===== src/rtl/cfo_pkg.sv =====
// Shared widths, saturation bounds and rounding constant for the carrier-offset derotator.
package cfo_pkg;

  localparam int DW_DEF   = 12;  // sample width (I and Q)
  localparam int NW_DEF   = 12;  // NCO cos/sin word width
  localparam int FRAC_DEF = 11;  // fractional bits of NCO word (Q1.11)
  localparam int CW_DEF   = 16;  // saturation event counter width

  // Largest representable signed value for a given width.
  function automatic int sat_max(input int w);
    return (1 << (w - 1)) - 1;
  endfunction

  // Smallest representable signed value for a given width.
  function automatic int sat_min(input int w);
    return -(1 << (w - 1));
  endfunction

  // Half an LSB of the output, added before the shift for round-half-up.
  function automatic int rnd_const(input int frac);
    return 1 << (frac - 1);
  endfunction

  localparam int SAT_MAX_DEF = sat_max(DW_DEF);
  localparam int SAT_MIN_DEF = sat_min(DW_DEF);
  localparam int RND_DEF     = rnd_const(FRAC_DEF);

endpackage


===== src/rtl/cfo_rnd_sat.sv =====
// Combinational round-half-up and clamp of a wide signed sum down to a DW-bit sample.
module cfo_rnd_sat
  import cfo_pkg::*;
#(
  parameter int SW   = 25,
  parameter int DW   = DW_DEF,
  parameter int FRAC = FRAC_DEF
) (
  input  logic signed [SW-1:0] sum_in,
  output logic signed [DW-1:0] y,
  output logic                 sat
);

  localparam logic signed [SW-1:0] RND = SW'(rnd_const(FRAC));
  localparam logic signed [SW-1:0] HI  = SW'(sat_max(DW));
  localparam logic signed [SW-1:0] LO  = SW'(sat_min(DW));

  logic signed [SW-1:0] rounded;
  logic signed [SW-1:0] shifted;

  // Add half an LSB, drop FRAC bits with sign, then clamp into the DW-bit range.
  always_comb begin
    rounded = sum_in + RND;
    shifted = rounded >>> FRAC;
    y       = shifted[DW-1:0];
    sat     = 1'b0;
    if (shifted > HI) begin
      y   = HI[DW-1:0];
      sat = 1'b1;
    end else if (shifted < LO) begin
      y   = LO[DW-1:0];
      sat = 1'b1;
    end
  end

endmodule


===== src/rtl/cfo_mixer.sv =====
// Carrier-offset derotator: x * e^(-j*theta) through a 3-stage registered complex
// multiplier with round/saturate, backpressure, bypass and a saturation event counter.
module cfo_mixer
  import cfo_pkg::*;
#(
  parameter int DW   = DW_DEF,
  parameter int NW   = NW_DEF,
  parameter int FRAC = FRAC_DEF,
  parameter int CW   = CW_DEF
) (
  input  logic                 clk,
  input  logic                 rst,
  input  logic                 in_valid,
  output logic                 in_ready,
  input  logic signed [DW-1:0] in_i,
  input  logic signed [DW-1:0] in_q,
  input  logic signed [NW-1:0] ncos,
  input  logic signed [NW-1:0] nsin,
  output logic                 nco_en,
  input  logic                 bypass,
  output logic                 out_valid,
  input  logic                 out_ready,
  output logic signed [DW-1:0] out_i,
  output logic signed [DW-1:0] out_q,
  output logic [CW-1:0]        sat_cnt,
  input  logic                 sat_clr
);

  localparam int PW = DW + NW;  // product width
  localparam int SW = PW + 1;   // sum width, wide enough for two full-scale products
  localparam logic [CW-1:0] CNT_MAX = '1;

  // Sign-extended full-width product; operands widened first so the multiply is exact.
  function automatic logic signed [PW-1:0] smul(input logic signed [DW-1:0] a,
                                                input logic signed [NW-1:0] b);
    logic signed [PW-1:0] ax;
    logic signed [PW-1:0] bx;
    ax = {{NW{a[DW-1]}}, a};
    bx = {{DW{b[NW-1]}}, b};
    return ax * bx;
  endfunction

  // One-bit sign extension of a product into the sum width.
  function automatic logic signed [SW-1:0] ext1(input logic signed [PW-1:0] p);
    return {p[PW-1], p};
  endfunction

  // Whole pipeline moves together; it only freezes when a valid output is refused.
  logic advance;
  logic xfer;

  // S1: captured inputs, NCO words and bypass flag.
  logic                 s1_valid_q, s1_valid_d;
  logic                 s1_byp_q,   s1_byp_d;
  logic signed [DW-1:0] s1_i_q,     s1_i_d;
  logic signed [DW-1:0] s1_q_q,     s1_q_d;
  logic signed [NW-1:0] s1_c_q,     s1_c_d;
  logic signed [NW-1:0] s1_s_q,     s1_s_d;

  // S2: four partial products plus the raw sample for the bypass path.
  logic                 s2_valid_q, s2_valid_d;
  logic                 s2_byp_q,   s2_byp_d;
  logic signed [DW-1:0] s2_i_q,     s2_i_d;
  logic signed [DW-1:0] s2_q_q,     s2_q_d;
  logic signed [PW-1:0] s2_ic_q,    s2_ic_d;
  logic signed [PW-1:0] s2_qs_q,    s2_qs_d;
  logic signed [PW-1:0] s2_qc_q,    s2_qc_d;
  logic signed [PW-1:0] s2_is_q,    s2_is_d;

  // S3: output registers and per-sample saturation flag.
  logic                 out_valid_q, out_valid_d;
  logic signed [DW-1:0] out_i_q,     out_i_d;
  logic signed [DW-1:0] out_q_q,     out_q_d;
  logic                 out_sat_q,   out_sat_d;
  logic [CW-1:0]        sat_cnt_q,   sat_cnt_d;

  // Lane 0 is I, lane 1 is Q.
  logic signed [SW-1:0] sum_w [2];
  logic signed [DW-1:0] rs_y  [2];
  logic                 rs_sat[2];

  assign advance   = out_ready | ~out_valid_q;
  assign in_ready  = advance;
  assign nco_en    = in_valid & advance;
  assign xfer      = out_valid_q & out_ready;

  assign out_valid = out_valid_q;
  assign out_i     = out_i_q;
  assign out_q     = out_q_q;
  assign sat_cnt   = sat_cnt_q;

  // S1 next state: take a new sample (or a bubble) whenever the pipeline advances.
  always_comb begin
    s1_valid_d = s1_valid_q;
    s1_byp_d   = s1_byp_q;
    s1_i_d     = s1_i_q;
    s1_q_d     = s1_q_q;
    s1_c_d     = s1_c_q;
    s1_s_d     = s1_s_q;
    if (advance) begin
      s1_valid_d = in_valid;
      s1_byp_d   = bypass;
      s1_i_d     = in_i;
      s1_q_d     = in_q;
      s1_c_d     = ncos;
      s1_s_d     = nsin;
    end
  end

  // S2 next state: form the four products of the conjugate rotation.
  always_comb begin
    s2_valid_d = s2_valid_q;
    s2_byp_d   = s2_byp_q;
    s2_i_d     = s2_i_q;
    s2_q_d     = s2_q_q;
    s2_ic_d    = s2_ic_q;
    s2_qs_d    = s2_qs_q;
    s2_qc_d    = s2_qc_q;
    s2_is_d    = s2_is_q;
    if (advance) begin
      s2_valid_d = s1_valid_q;
      s2_byp_d   = s1_byp_q;
      s2_i_d     = s1_i_q;
      s2_q_d     = s1_q_q;
      s2_ic_d    = smul(s1_i_q, s1_c_q);
      s2_qs_d    = smul(s1_q_q, s1_s_q);
      s2_qc_d    = smul(s1_q_q, s1_c_q);
      s2_is_d    = smul(s1_i_q, s1_s_q);
    end
  end

  // Sums for x * conj(e^(j*theta)): I = i*c + q*s, Q = q*c - i*s.
  always_comb begin
    sum_w[0] = ext1(s2_ic_q) + ext1(s2_qs_q);
    sum_w[1] = ext1(s2_qc_q) - ext1(s2_is_q);
  end

  for (genvar gi = 0; gi < 2; gi++) begin : g_rnd
    cfo_rnd_sat #(
      .SW   (SW),
      .DW   (DW),
      .FRAC (FRAC)
    ) u_rnd_sat (
      .sum_in (sum_w[gi]),
      .y      (rs_y[gi]),
      .sat    (rs_sat[gi])
    );
  end

  // S3 next state: load rotated (or bypassed) result; bypassed samples never flag saturation.
  always_comb begin
    out_valid_d = out_valid_q;
    out_i_d     = out_i_q;
    out_q_d     = out_q_q;
    out_sat_d   = out_sat_q;
    if (advance) begin
      out_valid_d = s2_valid_q;
      if (s2_valid_q) begin
        if (s2_byp_q) begin
          out_i_d   = s2_i_q;
          out_q_d   = s2_q_q;
          out_sat_d = 1'b0;
        end else begin
          out_i_d   = rs_y[0];
          out_q_d   = rs_y[1];
          out_sat_d = rs_sat[0] | rs_sat[1];
        end
      end
    end
  end

  // Saturation counter: counts delivered saturated samples, sticks at max, clear wins.
  always_comb begin
    sat_cnt_d = sat_cnt_q;
    if (sat_clr) begin
      sat_cnt_d = '0;
    end else if (xfer && out_sat_q && (sat_cnt_q != CNT_MAX)) begin
      sat_cnt_d = sat_cnt_q + 1'b1;
    end
  end

  // Pipeline and counter registers; reset drops every in-flight sample.
  always_ff @(posedge clk or negedge rst) begin
    if (!rst) begin
      s1_valid_q  <= 1'b0;
      s1_byp_q    <= 1'b0;
      s1_i_q      <= '0;
      s1_q_q      <= '0;
      s1_c_q      <= '0;
      s1_s_q      <= '0;
      s2_valid_q  <= 1'b0;
      s2_byp_q    <= 1'b0;
      s2_i_q      <= '0;
      s2_q_q      <= '0;
      s2_ic_q     <= '0;
      s2_qs_q     <= '0;
      s2_qc_q     <= '0;
      s2_is_q     <= '0;
      out_valid_q <= 1'b0;
      out_i_q     <= '0;
      out_q_q     <= '0;
      out_sat_q   <= 1'b0;
      sat_cnt_q   <= '0;
    end else begin
      s1_valid_q  <= s1_valid_d;
      s1_byp_q    <= s1_byp_d;
      s1_i_q      <= s1_i_d;
      s1_q_q      <= s1_q_d;
      s1_c_q      <= s1_c_d;
      s1_s_q      <= s1_s_d;
      s2_valid_q  <= s2_valid_d;
      s2_byp_q    <= s2_byp_d;
      s2_i_q      <= s2_i_d;
      s2_q_q      <= s2_q_d;
      s2_ic_q     <= s2_ic_d;
      s2_qs_q     <= s2_qs_d;
      s2_qc_q     <= s2_qc_d;
      s2_is_q     <= s2_is_d;
      out_valid_q <= out_valid_d;
      out_i_q     <= out_i_d;
      out_q_q     <= out_q_d;
      out_sat_q   <= out_sat_d;
      sat_cnt_q   <= sat_cnt_d;
    end
  end

endmodule


===== config.mk =====
export PLATFORM = sky130hd
export DESIGN_NAME = cfo_mixer
export DESIGN_NICKNAME = d
export VERILOG_FILES = /design/src/rtl/cfo_pkg.sv /design/src/rtl/cfo_rnd_sat.sv /design/src/rtl/cfo_mixer.sv
export SDC_FILE = /design/constraint.sdc
export NUM_CORES = 2
export LEC_CHECK = 0
export BUFFER_PORTS_ARGS = -buffer_cell sky130_fd_sc_hd__clkbuf_2
export CAP_MARGIN = 20
export CORE_ASPECT_RATIO = 0.75
export CORE_MARGIN = 4
export CORE_UTILIZATION = 54
export DETAILED_ROUTE_END_ITERATION = 12
export PLACE_DENSITY = 0.73
export SYNTH_ARGS = -nofsm -noshare
export SYNTH_HDL_FRONTEND = slang
export SYNTH_HIERARCHICAL = 1
export SYNTH_SLANG_ARGS = --single-unit

===== constraint.sdc =====
create_clock -name clk -period 5.2 [get_ports clk]
set_input_delay 0.26 -clock clk [delete_from_list [all_inputs] [get_ports clk]]
set_output_delay 0.26 -clock clk [all_outputs]
set_load 0.01 [all_outputs]

==> out/metrics.yaml <==
cells_and_area:
  num-fill-cells: 4361
  nNetsFinal: 5055
  finalNonFillerCells: 5004
  area_delta_synth_final_pct: 25.9
  drive_gt1_share_pct: 22.4
setup_path:
  slowest_delay_ns: 0.63
  rr_endpoint: "s2_qs_q[23]$_DFFE_PN0N_"
  required_ns: 5.65
  slowest_stage: "fa_2"
  rrSetupSlack_ns: -0.32
  r2r_start: "s1_q_q[10]$_DFFE_PN0N_"
  critical_path_class: "reg2reg"
  end_kind: "register"
  crit_buf_inv: 5
  crit_top_cell: "fa_1"
  crit_fanout: 10
  reg2regPathDepth: 19
  cp.arrival_ns: 5.97
  path_cells: "buf_4 > buf_6 > buf_4 > and2_1 > fa_1 > inv_1 > fa_1 > inv_1 > fa_1 > fa_1 > fa_2 > ha_4 > and2_2 > a31oi_1 > o21ai_2 > or4_1 > a31oi_1 > xnor2_1 > a21oi_1"
  cp_top_family: "adder cells"
  worstSetupStartpointType: "register"
placement:
  post-place-cells: 4809
  portBuffers: 96
  dp_hpwl_um: 70200
  globalplace.congestion: 0.929
drt:
  wl_per_cell_um: 19.0
  wl_met2_um: 41600
  wl_um: 95100
  drt-initial-drc-count: 2287
  via_count: 27000
  drcViolationCount: 0
  maxUsedRoutingLayer: "met5"
  wl_met1_um: 40400
  met3WireLength_um: 10100
  ant_nets: 0
  viasPerCell: 5.41
  dr.pass1.iters: 5
sta:
  fmax_ghz: 0.181
  setup_viol: 27
  min_period_ns: 5.52
  slew_viol_final: 0
  hold_viol_final: 0
  final.setup_skew_ns: 0.0221
  setup_slack_ns: -0.320
  rsz0062_at_grt: "yes"
  worstMarginPinSlew_ns: 0.885
  relSlewSlack_pct: 41.0
  post-route-period-util_pct: 106
clocking:
  clkLatencyLatePin_ns: 0.61
  htreeDepth: 1
  cts.path.max_buffers: 3
  clkSinkCount: 214
  clk_pin_slew_ns: 0.08
  cts_tree: "yes"
  cts-root-buf: "clkbuf_16"
  cts_buffers: 27
floorplanning:
  initial_utilization_pct: 54.8
  ios: 97
  core_area_mm2: 0.0593
  dieArea_mm2: 0.0642
  die_h_um: 220
  die-width_um: 291
  fp-row-count: 77
grt:
  grt_antenna_before_repair: 2
  grt_max_degree: 156
  grt_pass1_vias: 26800
  grt_pass1_wl_um: 147000
  overflow: 0
  grt_util_all_layers_pct: 29.0
worst_hold_path:
  hold_start: "in_q[11]"
  holdPathEnd: "s1_q_q[11]$_DFFE_PN0N_"
  worst_hold_path_type: "in2reg"
  holdPathStages: 3
yosys:
  syn_inst: 3700
  avgSynthCellArea_um2: 8.78
  yosysWarnings: 6
  synth_nets: 4563
  synth.cell_area_mm2: 0.0325
status:
  status: "finished, violations left"
  violations: "setup timing"
run:
  cap_violations: 0
-- worst register-to-register path, cell delays in order, from the launching register on --
cell and delay, ns:
dfrtp_2 0.46, buf_4 0.16, buf_6 0.12, buf_4 0.18, and2_1 0.17, fa_1 0.54
inv_1 0.06, fa_1 0.49, inv_1 0.06, fa_1 0.48, fa_1 0.51, fa_2 0.63
ha_4 0.23, and2_2 0.18, a31oi_1 0.18, o21ai_2 0.11, or4_1 0.40, a31oi_1 0.18
xnor2_1 0.14, a21oi_1 0.09
-- worst max path at each step --
stage                      startpoint                       to  cells past startpoint
4_1_cts         s1_q_q[5]$_DFFE_PN0N_  s2_qs_q[23]$_DFFE_PN0N_                     21
2_1_floorplan  s1_q_q[10]$_DFFE_PN0N_  s2_qs_q[23]$_DFFE_PN0N_                     20
6_report       s1_q_q[10]$_DFFE_PN0N_  s2_qs_q[23]$_DFFE_PN0N_                     19
3_5_place_dp    s1_q_q[9]$_DFFE_PN0N_  s2_qc_q[22]$_DFFE_PN0N_                     23
5_1_grt         s1_s_q[4]$_DFFE_PN0N_  s2_qs_q[23]$_DFFE_PN0N_                     18
3_3_place_gp    s1_s_q[3]$_DFFE_PN0N_  s2_qs_q[23]$_DFFE_PN0N_                     17
-- layer usage --
metal | GRT usage [%] | up-vias
met3 | 8.53 | 194
met5 | 0.370 | -
met1 | 42.5 | 13500
li1 | - | 12200
met2 | 42.8 | 1133
met4 | 6.90 | 2
-- timing repair --
| action | in CTS | in global routing |
|---|---|---|
| hold buffers | 49 | 0 |
| buffers inserted | 52 | 52 |
| resized for setup | 194 | 244 |
| endpoints found under the hold margin | 161 | 0 |
| pin swaps | 111 | 188 |
| setup endpoints to repair | 29 | 42 |
| cloned | 3 | 1 |
-- cell type report --
class | count | area [µm²] | area share (%)
repair buffers | 633 | 5660 | 13.8
clock buffers | 30 | 707 | 1.73
well taps | 790 | 988 | 2.42
multi-input cells | 2601 | 25200 | 61.7
clock inverters | 20 | 248 | 0.606
flip-flops and latches | 214 | 5380 | 13.1
inverters | 715 | 2690 | 6.58
diodes | 1 | 2.50 | 0.00612
-- registers in the layout (all words and copies together), names as in the netlist --
signal and count:
s2_qc_q 24, out_q 12, s1_c_q 12, out_valid 1, sat_cnt 16, s1_q_q 12, s2_qs_q 24, s2_is_q 24
out_i 12, s2_valid_q 1, s2_ic_q 24, s2_byp_q 1, s1_s_q 12, out_sat_q 1, s2_q_q 12, s1_byp_q 1
s1_valid_q 1, s2_i_q 12, s1_i_q 12
-- metrics by stage --
| step | setup slack, ns | util [%] | cell area, µm² | hold WS (ns) | TNS (ns) |
|---|---|---|---|---|---|
| 6_report | -0.320 | 69.0 | 40900 | 0.0874 | -3.07 |
| 5_1_grt | -0.494 | 69.0 | 40900 | 0.0627 | -7.96 |
| 4_1_cts | -0.236 | 66.7 | 39500 | 0.00137 | -1.04 |
| 3_5_place_dp | -0.378 | 62.0 | 36700 | 0.406 | -5.16 |
| 3_3_place_gp | -0.249 | 62.0 | 36700 | 0.397 | -2.87 |
| 2_1_floorplan | -0.0652 | - | 32700 | -0.0356 | -0.0850 |
-- layout by cell type, fill, tap and decap left out, types with 95 or more instances in the layout --
| master | instances |
|---|---|
| dfrtp_1 | 197 |
| ha_1 | 207 |
| fa_1 | 531 |
| buf_4 | 367 |
| and2_1 | 146 |
| nor2_1 | 158 |
| a21oi_1 | 110 |
| nand2_1 | 686 |
| inv_1 | 672 |
| clkbuf_2 | 95 |
Power is not shown: default switching activity piles up to over one toggle a cycle in this logic, so the estimate is an artifact.
